### src/rtl/sum_driver.sv
// sum_driver: drives an operand burst to a go_l/inA accumulator and checks its returned sum
module sum_driver #(
  parameter int unsigned LEN     = 8,
  parameter logic [7:0]  SEED    = 8'h01,
  parameter int unsigned TIMEOUT = 1024
) (
  input  logic       ck,
  input  logic       reset,
  input  logic       start,
  input  logic [7:0] fixed_val,
  input  logic       done,
  input  logic [7:0] result,
  output logic       go_l,
  output logic [7:0] value_out,
  output logic [7:0] expected_sum,
  output logic       busy,
  output logic       match,
  output logic       mismatch,
  output logic       timeout
);
  localparam int TW = $clog2(TIMEOUT + 1);
  typedef enum logic [2:0] {IDLE, GO, SEND, TERM, WAIT, REPORT} state_t;
  state_t        state_q, state_d;
  logic [7:0]    lfsr_q, lfsr_d, fixed_q, fixed_d, sum_q, sum_d, count_q, count_d, cap_q, cap_d;
  logic [TW-1:0] timer_q, timer_d;
  logic          match_q, match_d, mismatch_q, mismatch_d, timeout_q, timeout_d;
  logic [7:0]    operand;
  logic          expire;
  assign operand      = fixed_q != 8'h00 ? fixed_q : lfsr_q;
  assign expire       = state_q == WAIT && timer_q == TW'(TIMEOUT - 1);
  assign go_l         = state_q != GO;
  assign value_out    = (state_q == GO || state_q == SEND) ? operand : 8'h00;
  assign expected_sum = sum_q;
  assign busy         = state_q != IDLE;
  assign match        = match_q;
  assign mismatch     = mismatch_q;
  assign timeout      = timeout_q;
  // next-state: burst sequencing, running sum, response wait and flag update
  always_comb begin
    state_d    = state_q;
    lfsr_d     = lfsr_q;
    fixed_d    = fixed_q;
    sum_d      = sum_q;
    count_d    = count_q;
    cap_d      = cap_q;
    timer_d    = timer_q;
    match_d    = match_q;
    mismatch_d = mismatch_q;
    timeout_d  = timeout_q;
    case (state_q)
      IDLE: if (start) begin
        state_d    = GO;
        fixed_d    = fixed_val;
        sum_d      = 8'h00;
        count_d    = 8'h00;
        match_d    = 1'b0;
        mismatch_d = 1'b0;
        timeout_d  = 1'b0;
      end
      GO, SEND: begin
        sum_d   = sum_q + operand;
        count_d = count_q + 8'd1;
        lfsr_d  = fixed_q != 8'h00 ? lfsr_q : {lfsr_q[6:0], lfsr_q[7] ^ lfsr_q[5] ^ lfsr_q[4] ^ lfsr_q[3]};
        state_d = count_d == 8'(LEN) ? TERM : SEND;
      end
      TERM, WAIT: begin
        timer_d   = state_q == TERM ? '0 : timer_q + 1'b1;
        cap_d     = done ? result : cap_q;
        timeout_d = !done && expire;
        state_d   = done ? REPORT : expire ? IDLE : WAIT;
      end
      REPORT: begin
        match_d    = cap_q == sum_q;
        mismatch_d = cap_q != sum_q;
        state_d    = IDLE;
      end
      default: state_d = IDLE;
    endcase
  end
  // state register with synchronous reset
  always_ff @(posedge ck) begin
    if (reset) begin
      state_q    <= IDLE;
      lfsr_q     <= SEED;
      fixed_q    <= 8'h00;
      sum_q      <= 8'h00;
      count_q    <= 8'h00;
      cap_q      <= 8'h00;
      timer_q    <= '0;
      match_q    <= 1'b0;
      mismatch_q <= 1'b0;
      timeout_q  <= 1'b0;
    end else begin
      state_q    <= state_d;
      lfsr_q     <= lfsr_d;
      fixed_q    <= fixed_d;
      sum_q      <= sum_d;
      count_q    <= count_d;
      cap_q      <= cap_d;
      timer_q    <= timer_d;
      match_q    <= match_d;
      mismatch_q <= mismatch_d;
      timeout_q  <= timeout_d;
    end
  end
endmodule

### config.mk
export PLATFORM = sky130hd
export DESIGN_NAME = sum_driver
export DESIGN_NICKNAME = d
export VERILOG_FILES = /design/src/rtl/sum_driver.sv
export SDC_FILE = /design/constraint.sdc
export NUM_CORES = 1
export LEC_CHECK = 0
export BUFFER_PORTS_ARGS = -buffer_cell sky130_fd_sc_hd__clkbuf_2
export CAP_MARGIN = 20
export CORE_ASPECT_RATIO = 1.75
export CORE_MARGIN = 2
export CORE_UTILIZATION = 51
export DETAILED_ROUTE_END_ITERATION = 12
export GPL_TIMING_DRIVEN = 1
export PLACE_DENSITY = 0.83
export SETUP_SLACK_MARGIN = 0.02
export SYNTH_ARGS = -nofsm -noshare
export SYNTH_HDL_FRONTEND = slang
export SYNTH_SLANG_ARGS = --single-unit
### constraint.sdc
create_clock -name ck -period 3 [get_ports ck]
set_clock_uncertainty 0.15 [all_clocks]
set_input_delay 0.45 -clock ck [delete_from_list [all_inputs] [get_ports ck]]
set_output_delay 0.45 -clock ck [all_outputs]
set_load 0.1 [all_outputs]
==> results of run 1 <==
-- Yosys cell counts (6+ instances only) --
library cell  instances
ha_1                 10
dfxtp_1              57
a21oi_1              45
nand2_1              57
nand3_1              20
inv_1                 8
a21o_1                8
and2_1                8
nand3b_1              6
xnor2_1              11
o21ai_0              13
clkbuf_1             13
a31oi_1               6
a22oi_1               7
nor2_1               44
xor2_1                9
-- worst reg2reg max path, cell delays in order, from the launching register on --
cell	delay, ns
dfxtp_1	0.31
or4_4	0.59
nor2_4	0.19
a21oi_2	0.09
inv_2	0.07
ha_4	0.19
a211oi_2	0.26
nor2_2	0.09
a311o_1	0.29
a21oi_2	0.18
xnor2_2	0.08
or3_1	0.35
a31oi_1	0.15
-- final timing paths --
| path | start | cells after the start | slack [ns] | end |
|---|---|---|---|---|
| setup / recovery | fixed_q[4] | 12 | -0.07 | expected_sum[7] |
| hold / removal | fixed_val[0] | 3 | 0.19 | fixed_q[0] |
| setup reg to reg | fixed_q[4] | 12 | -0.07 | expected_sum[7] |
| hold reg to reg | cap_q[2] | 2 | 0.32 | cap_q[2] |
-- layout make-up --
type                       count  area, sq um
clock buffer                  13          159
clock inverter                 2         37.5
fill                         461         1880
inverter                       8         30.0
multi-input combinational    287         1740
sequential                    57         1140
tap                           76         95.1
timing repair buffer          61          454
-- routing by layer --
| layer | vias up | routed length, microns | GRT usage |
|---|---|---|---|
| met5 | - | 0 | 0 |
| met4 | 0 | 334 | 0.137 |
| met3 | 31 | 376 | 0.0612 |
| met2 | 93 | 3950 | 0.412 |
| met1 | 1321 | 2980 | 0.291 |
| li1 | 1385 | - | - |
-- state kept, by name, summed over array words and instances (netlist names) --
| signal | cells |
|---|---|
| cap_q | 8 |
| count_q | 8 |
| expected_sum | 8 |
| fixed_q | 8 |
| lfsr_q | 8 |
| match | 1 |
| mismatch | 1 |
| state_q | 3 |
| timeout | 1 |
| timer_q | 11 |
-- per-stage QoR --
| stage | hold WS [ns] | power (mW) |
|---|---|---|
| 6_report | 0.189 | 3.43 |
| 2_1_floorplan | 0.296 | 2.12 |
| 3_5_place_dp | 0.310 | 2.51 |
| 5_1_grt | 0.184 | 3.59 |
| 4_1_cts | 0.172 | 3.33 |
| 3_3_place_gp | 0.307 | 2.47 |
-- layout by cell type, fill, tap and decap left out, types with 3 or more instances in the layout --
master	instances
nor3_1	5
a21o_1	8
nand3_1	20
ha_4	3
a22oi_1	7
inv_1	7
a21oi_1	43
and2_1	8
xor2_1	9
clkbuf_8	11
a31oi_1	6
nand2_1	57
and3_1	5
o21ai_0	12
nand3b_1	6
dfxtp_1	56
a211oi_1	3
nor2_2	3
xnor2_1	10
clkbuf_2	32
nor2b_1	3
ha_1	6
nor2_1	41
buf_12	6
buf_4	20
-- cell families after synthesis --
kind of cell,Yosys count
mux,1
simple gates,162
fa+ha+maj,11
xor+xnor,20
compound gates,93
flops,57
buf+inv,26
-- power breakdown --
part / internal, mW / leakage, nW / switching, mW
Clock: 0.425 / 0.0957 / 0.289
Sequential: 0.851 / 0.462 / 0.123
Combinational: 0.565 / 0.984 / 1.17
-- repair_timing --
action,CTS,global route
hold endpoints to repair,0,0
pin swaps,12,11
hold buffers,0,0
setup buffers,8,3
setup endpoints to repair,2,3
gates resized for setup,9,11
==> impl_metrics.py, run 1 <==
metrics = {
    "run_status": {
        "status": "finished, violations left",
        "violations": "negative setup slack",
    },
    "synthesis": {
        "synth_cells": 370,
        "ys_ff_latch": 57,
        "synth_top_area_frac": 0.395,
        "async_reset_ff_frac": 0,
        "synth.distinct_cells": 41,
        "avgSynthCellArea_sq_um": 7.81,
        "syn_area_sq_mm": 0.00289,
        "synth_area_leader_cell": "dfxtp_1",
        "yosysSeqAreaShare": 0.395,
        "yosysWarnings": 0,
        "synth_edf_count": 0,
        "synth_compound_area_frac": 0.194,
        "synth-xor-area-share": 0.0606,
        "synth-simple-area-share": 0.260,
        "netlist_top_cells_area": "dfxtp_1, a21oi_1, nand2_1",
        "ys.flop_type": "dfxtp_1",
        "synth_top_family_by_area": "simple AND/OR/NAND/NOR gates",
        "muxShareOfSynthArea": 0.00390,
        "syn-num-nets": 401,
        "yosys.area_share.adder": 0.0502,
    },
    "route": {
        "drt_iter0_drc": 137,
        "wirelength_mm": 7.65,
        "wl_per_cell_microns": 15.2,
        "drtAntennaViolNets": 0,
        "drc": 0,
        "drtPass1Iterations": 4,
        "vias": 2830,
        "vias_per_cell": 5.62,
    },
    "place": {
        "dpl_cell_area_sq_mm": 0.00329,
        "io_buffer_count": 40,
        "dp_slack_ns": -0.0744,
        "placed_cells": 478,
        "hpwl_mm": 5.19,
        "gp_congestion": 0.897,
    },
    "clock_tree": {
        "clk_pin_slew_ns": 0.06,
        "cts.sinks": 57,
        "cts_tree": "done",
        "numCtsBuffers": 9,
        "cts_buffer_depth": 2,
        "cts-htree-levels": 3,
        "cts_root_buffer": "clkbuf_8",
        "clk_latency_ns": 0.34,
    },
    "worst_setup_path": {
        "crit_required_ns": 3.10,
        "crit_family": "simple AND/OR/NAND/NOR gates",
        "worst_setup_path_end_kind": "flop",
        "crit_path_start_kind": "flop",
        "worstSetupPathType": "flop to flop",
        "cp_num_buf_inv": 1,
        "critPathMaxStageDelay_ns": 0.59,
        "slowest_stage": "or4_4",
        "cp_common_cell": "a21oi_2",
        "worstPathMaxFanout": 6,
        "cp.arrival_ns": 3.17,
        "path_cells": "or4_4 -> nor2_4 -> a21oi_2 -> inv_2 -> ha_4 -> a211oi_2 -> nor2_2 -> a311o_1 -> a21oi_2 -> xnor2_2 -> or3_1 -> a31oi_1",
    },
    "floorplanning": {
        "ioPinCount": 41,
        "core-area_sq_mm": 0.00554,
        "fp.dieH_microns": 104,
        "rows": 36,
        "die_w_microns": 60.9,
        "die_area_sq_mm": 0.00631,
        "start_util": 0.522,
    },
    "finish": {
        "syn2layout_area_growth_pct": 26.7,
        "drive_gt1_frac": 0.227,
        "finalNonFillerCells": 504,
        "diodes": 0,
        "final_util": 0.661,
        "final_area_sq_mm": 0.00366,
        "nets": 455,
    },
    "timing": {
        "fmax_mhz": 326,
        "finalSetupTns_ns": -0.0667,
        "rsz0062_at_grt": "yes",
        "min_period_ns": 3.07,
        "period_share": 1.02,
        "setup_viol": 1,
        "slew_headroom": 0.303,
        "slew_violations": 0,
        "final_hold_viol_count": 0,
        "tightestPinTransition_ns": 1.04,
        "setup_ws_ns": -0.0667,
    },
    "global_route": {
        "grt_overflow": 0,
        "antenna_found_initial": 0,
        "grt_max_degree": 28,
        "grt_first_pass_wirelength_mm": 12.3,
        "grt_pass1_vias": 2717,
        "grtUsageTotal": 0.253,
    },
    "flow_run": {
        "cap_violations": 0,
    },
    "power_and_ir_drop": {
        "p_leak_nw": 1.54,
        "p_per_area_mw_per_mm2": 936,
        "vdd_drop_max_v": 0.000930,
    },
    "min_path": {
        "hp-class": "input pin to flop",
    },
}
(Power assumes the default switching activity.)
==> run 2, diff against run 1 <==
Clock period 3 ns to 2.8 ns, I/O delays scaled along.
==> impl_metrics.py, run 2 (synthesis gave the netlist of run 1 again) <==
metrics = {
    "power_and_ir_drop": {
        "p_leak_nw": 1.59,
        "p_sw_mw": 1.72,
        "vdd_drop_max_v": 0.000951,
        "swShare": 0.450,
        "clockPowerShare": 0.237,
        "p_per_area_mw_per_mm2": 1020,
        "combPwrFrac": 0.489,
        "power_mw": 3.83,
        "seqPwrFrac": 0.274,
        "p_int_mw": 2.11,
    },
    "clock_tree": {
        "clk_pin_slew_ns": 0.07,
        "cts-htree-levels": 3,
        "cts.sinks": 57,
        "cts_buffer_depth": 2,
        "numCtsBuffers": 9,
        "cts_tree": "done",
        "cts_root_buffer": "clkbuf_8",
        "clk_latency_ns": 0.34,
        "holdBufCountCts": 0,
    },
    "floorplanning": {
        "die_w_microns": 60.9,
        "die_area_sq_mm": 0.00631,
        "fp.dieH_microns": 104,
        "rows": 36,
        "start_util": 0.522,
        "core-area_sq_mm": 0.00554,
        "ioPinCount": 41,
    },
    "timing": {
        "setup_ws_ns": -0.171,
        "finalSetupTns_ns": -0.377,
        "rsz0062_at_grt": "yes",
        "slew_headroom": 0.580,
        "final_hold_viol_count": 0,
        "slew_violations": 0,
        "setup_viol": 3,
        "hold_ws_ns": 0.151,
        "fmax_mhz": 337,
        "period_share": 1.06,
        "tightestPinTransition_ns": 0.630,
        "min_period_ns": 2.97,
    },
    "worst_setup_path": {
        "r2r-end": "expected_sum[6]",
        "crit_path_start_kind": "flop",
        "crit_required_ns": 2.88,
        "endpoint": "expected_sum[6]",
        "cp_num_buf_inv": 2,
        "critPathLaunch": "fixed_q[6]",
        "worst_setup_path_end_kind": "flop",
        "worst-path-stages": 13,
        "rrSetupSlack_ns": -0.17,
        "crit_family": "simple AND/OR/NAND/NOR gates",
        "cp.arrival_ns": 3.05,
        "critPathMaxStageDelay_ns": 0.58,
        "rr_worst_depth": 13,
        "slowest_stage": "or4_4",
        "path_cells": "or4_4 -> nor2_4 -> a21o_1 -> ha_2 -> inv_2 -> fa_2 -> inv_2 -> a21o_1 -> a21oi_2 -> o21bai_1 -> a21oi_1 -> xnor2_1 -> a32o_1",
        "worstPathMaxFanout": 5,
        "worstSetupPathType": "flop to flop",
        "reg2reg_from": "fixed_q[6]",
    },
    "finish": {
        "final_area_sq_mm": 0.00376,
        "largest_reg_flops": 11,
        "nets": 460,
        "final_util": 0.679,
        "regMostFlops": "timer_q",
        "final_cell_mix": "nand2_1, dfxtp_1, nor2_1, a21oi_1, clkbuf_2",
        "syn2layout_area_growth_pct": 30.1,
        "fillers": 432,
        "final_common_cell": "nand2_1",
        "drive_gt1_frac": 0.256,
        "diodes": 0,
        "finalNonFillerCells": 510,
    },
    "global_route": {
        "grt_overflow": 0,
        "grtUsageTotal": 0.259,
        "antenna_found_initial": 0,
        "grt_first_pass_wirelength_mm": 12.5,
        "grt_max_degree": 30,
        "grt_pass1_vias": 2779,
    },
    "place": {
        "io_buffer_count": 40,
        "dp_slack_ns": -0.0928,
        "dpl_cell_area_sq_mm": 0.00343,
        "hpwl_mm": 5.51,
        "placed_cells": 489,
        "gp_congestion": 0.871,
    },
    "flow_run": {
        "cap_violations": 0,
    },
    "min_path": {
        "hold_depth": 3,
        "hp-class": "input pin to flop",
    },
    "route": {
        "drc": 0,
        "wl_per_cell_microns": 15.0,
        "wirelength_mm": 7.65,
        "drtPass1Iterations": 5,
        "drtAntennaViolNets": 0,
        "drt_iter0_drc": 125,
        "vias_per_cell": 5.62,
        "vias": 2865,
    },
    "run_status": {
        "status": "finished, violations left",
        "violations": "negative setup slack",
    },
}
run 2: power groups by stage:
stage	clock network [mW]	registers, mW	logic (mW)
6_report	0.908	1.05	1.87
5_1_grt	0.959	1.06	1.99
4_1_cts	0.913	1.04	1.79
3_5_place_dp	0	1.06	1.76
3_3_place_gp	0	1.05	1.71
2_1_floorplan	0	1.19	1.12
run 2: cell type report:
cell class	count	area [sq um]	area share
tap	76	95.1	0.0253
timing repair buffer	66	507	0.135
clock buffer	12	165	0.0439
inverter	8	30.0	0.00798
clock inverter	4	73.8	0.0196
sequential	57	1140	0.304
multi-input combinational	287	1750	0.464
run 2: timing repair:
item	4_1_cts	5_1_grt
pin swaps	5	15
hold endpoints to repair	0	0
setup endpoints to repair	3	6
resized for setup	0	14
buffers inserted	3	2
run 2: worst min-delay path by stage:
stage | startpoint | endpoint | slack, ns
2_1_floorplan | lfsr_q[2] | lfsr_q[3] | 0.30
3_3_place_gp | cap_q[6] | cap_q[6] | 0.31
3_5_place_dp | cap_q[1] | cap_q[1] | 0.32
4_1_cts | fixed_val[7] | fixed_q[7] | 0.14
5_1_grt | result[5] | cap_q[5] | 0.15
6_report | fixed_val[7] | fixed_q[7] | 0.15
run 2: worst reg2reg max path, cell delays in order (launching register included):
cell      delay [ns]
dfxtp_2         0.32
or4_4           0.58
nor2_4          0.22
a21o_1          0.18
ha_2            0.19
inv_2           0.04
fa_2            0.36
inv_2           0.05
a21o_1          0.11
a21oi_2         0.06
o21bai_1        0.15
a21oi_1         0.09
xnor2_1         0.14
a32o_1          0.21
run 2: per-layer routing:
| metal | global-route usage | wire length (microns) |
|---|---|---|
| met1 | 0.283 | 2930 |
| met2 | 0.447 | 4250 |
| met3 | 0.0562 | 289 |
| met4 | 0.127 | 191 |
| met5 | 0 | 0 |
==> run 3, diff against run 2 <==
Settings changed: SKIP_LAST_GASP set to 1.
==> impl_metrics.py, run 3 (synthesis gave the netlist of run 1 again) <==
metrics = {
    "global_route": {
        "grt_overflow": 0,
        "grt_pass1_vias": 2779,
        "grtUsageTotal": 0.259,
        "antenna_found_initial": 0,
        "grt_max_degree": 30,
        "grt_first_pass_wirelength_mm": 12.5,
    },
    "route": {
        "met2_wirelength_mm": 4.22,
        "drtAntennaViolNets": 0,
        "drt_iter0_drc": 151,
        "drtPass1Iterations": 5,
        "wl_per_cell_microns": 15.0,
        "drc": 0,
        "wirelength_mm": 7.67,
        "wl_met1_mm": 2.92,
        "top_layer": "met4",
        "wl_met3_microns": 344,
        "vias_per_cell": 5.66,
        "vias": 2887,
    },
    "flow_run": {
        "cap_violations": 0,
    },
    "worst_setup_path": {
        "worstSetupPathType": "flop to flop",
        "crit_required_ns": 2.88,
        "worstPathMaxFanout": 5,
        "rr_worst_depth": 13,
        "cp.arrival_ns": 3.05,
        "worst-path-stages": 13,
        "path_cells": "or4_4 -> nor2_4 -> a21o_1 -> ha_2 -> inv_2 -> fa_2 -> inv_2 -> a21o_1 -> a21oi_2 -> o21bai_1 -> a21oi_1 -> xnor2_1 -> a32o_1",
        "crit_family": "simple AND/OR/NAND/NOR gates",
        "critPathMaxStageDelay_ns": 0.58,
        "cp_num_buf_inv": 2,
        "slowest_stage": "or4_4",
        "crit_path_start_kind": "flop",
        "worst_setup_path_end_kind": "flop",
    },
    "clock_tree": {
        "cts-htree-levels": 3,
        "cts_buffer_depth": 2,
        "holdBufCountCts": 0,
        "clk_latency_ns": 0.34,
        "cts_root_buffer": "clkbuf_8",
        "clk_pin_slew_ns": 0.07,
        "cts.sinks": 57,
        "numCtsBuffers": 9,
        "cts_tree": "done",
    },
    "floorplanning": {
        "core-area_sq_mm": 0.00554,
        "fp.dieH_microns": 104,
        "rows": 36,
        "die_w_microns": 60.9,
        "start_util": 0.522,
        "die_area_sq_mm": 0.00631,
        "ioPinCount": 41,
    },
    "min_path": {
        "hold_depth": 3,
        "hp-class": "input pin to flop",
    },
    "power_and_ir_drop": {
        "p_per_area_mw_per_mm2": 1020,
        "power_mw": 3.83,
        "p_leak_nw": 1.59,
        "vdd_drop_max_v": 0.000952,
    },
    "timing": {
        "finalSetupTns_ns": -0.378,
        "fmax_mhz": 336,
        "rsz0062_at_grt": "yes",
        "setup_viol": 3,
        "final_hold_viol_count": 0,
        "period_share": 1.06,
        "slew_violations": 0,
        "min_period_ns": 2.97,
        "tightestPinTransition_ns": 0.628,
        "slew_headroom": 0.581,
        "setup_ws_ns": -0.173,
    },
    "finish": {
        "fillers": 432,
        "nets": 460,
        "drive_gt1_frac": 0.256,
        "diodes": 0,
        "largest_reg_flops": 11,
        "regMostFlops": "timer_q",
        "syn2layout_area_growth_pct": 30.1,
        "final_common_cell": "nand2_1",
        "final_area_sq_mm": 0.00376,
        "final_cell_mix": "nand2_1, dfxtp_1, nor2_1, a21oi_1, clkbuf_2",
    },
    "place": {
        "hpwl_mm": 5.51,
        "dp_slack_ns": -0.0928,
        "io_buffer_count": 40,
        "dpl_cell_area_sq_mm": 0.00343,
        "gp_congestion": 0.871,
    },
    "run_status": {
        "violations": "negative setup slack",
        "status": "finished, violations left",
    },
}
-- run 3: cell counts in the layout (fill, tap and decap cells not counted) --
No cell type changed its count.
-- run 3: layer usage --
| metal | vias to the layer above | global-route usage |
|---|---|---|
| li1 | 1400 | - |
| met1 | 1374 | 0.283 |
| met2 | 91 | 0.447 |
| met3 | 22 | 0.0562 |
| met4 | 0 | 0.127 |
| met5 | - | 0 |
-- run 3: power by group --
group | internal, mW | switching (mW) | leakage [nW] | total [mW]
Combinational | 0.619 | 1.25 | 1.00 | 1.87
Sequential | 0.912 | 0.135 | 0.462 | 1.05
Clock | 0.574 | 0.335 | 0.123 | 0.909
Total | 2.11 | 1.72 | 1.59 | 3.83
-- run 3: worst paths after layout --
kind / start / endpoint / slack [ns]
max: fixed_q[6] / expected_sum[6] / -0.17
max reg2reg: fixed_q[6] / expected_sum[6] / -0.17
min: fixed_val[7] / fixed_q[7] / 0.15
min reg2reg: cap_q[2] / cap_q[2] / 0.32
-- run 3: final cells by class --
class	count	area, sq um	share of cell area
timing repair buffer	66	507	0.135
clock inverter	4	73.8	0.0196
multi-input combinational	287	1750	0.464
tap	76	95.1	0.0253
sequential	57	1140	0.304
clock buffer	12	165	0.0439
inverter	8	30.0	0.00798
-- run 3: what timing repair did --
action,4_1_cts,5_1_grt
buffers inserted,3,2
pin swaps,5,15
hold endpoints to repair,0,0
resized for setup,0,14
endpoints found under the setup margin,3,6
-- run 3: worst min-delay path, cell delays in order --
cell and delay, ns:
clkbuf_2 0.08, nand2_1 0.04, a21oi_1 0.05
-- run 3: through the flow --
step	hold WS, ns	utilization	instances
3_3_place_gp	0.307	0.619	489
5_1_grt	0.152	0.679	510
4_1_cts	0.138	0.667	508
6_report	0.148	0.679	510
3_5_place_dp	0.316	0.619	489
2_1_floorplan	0.295	-	370
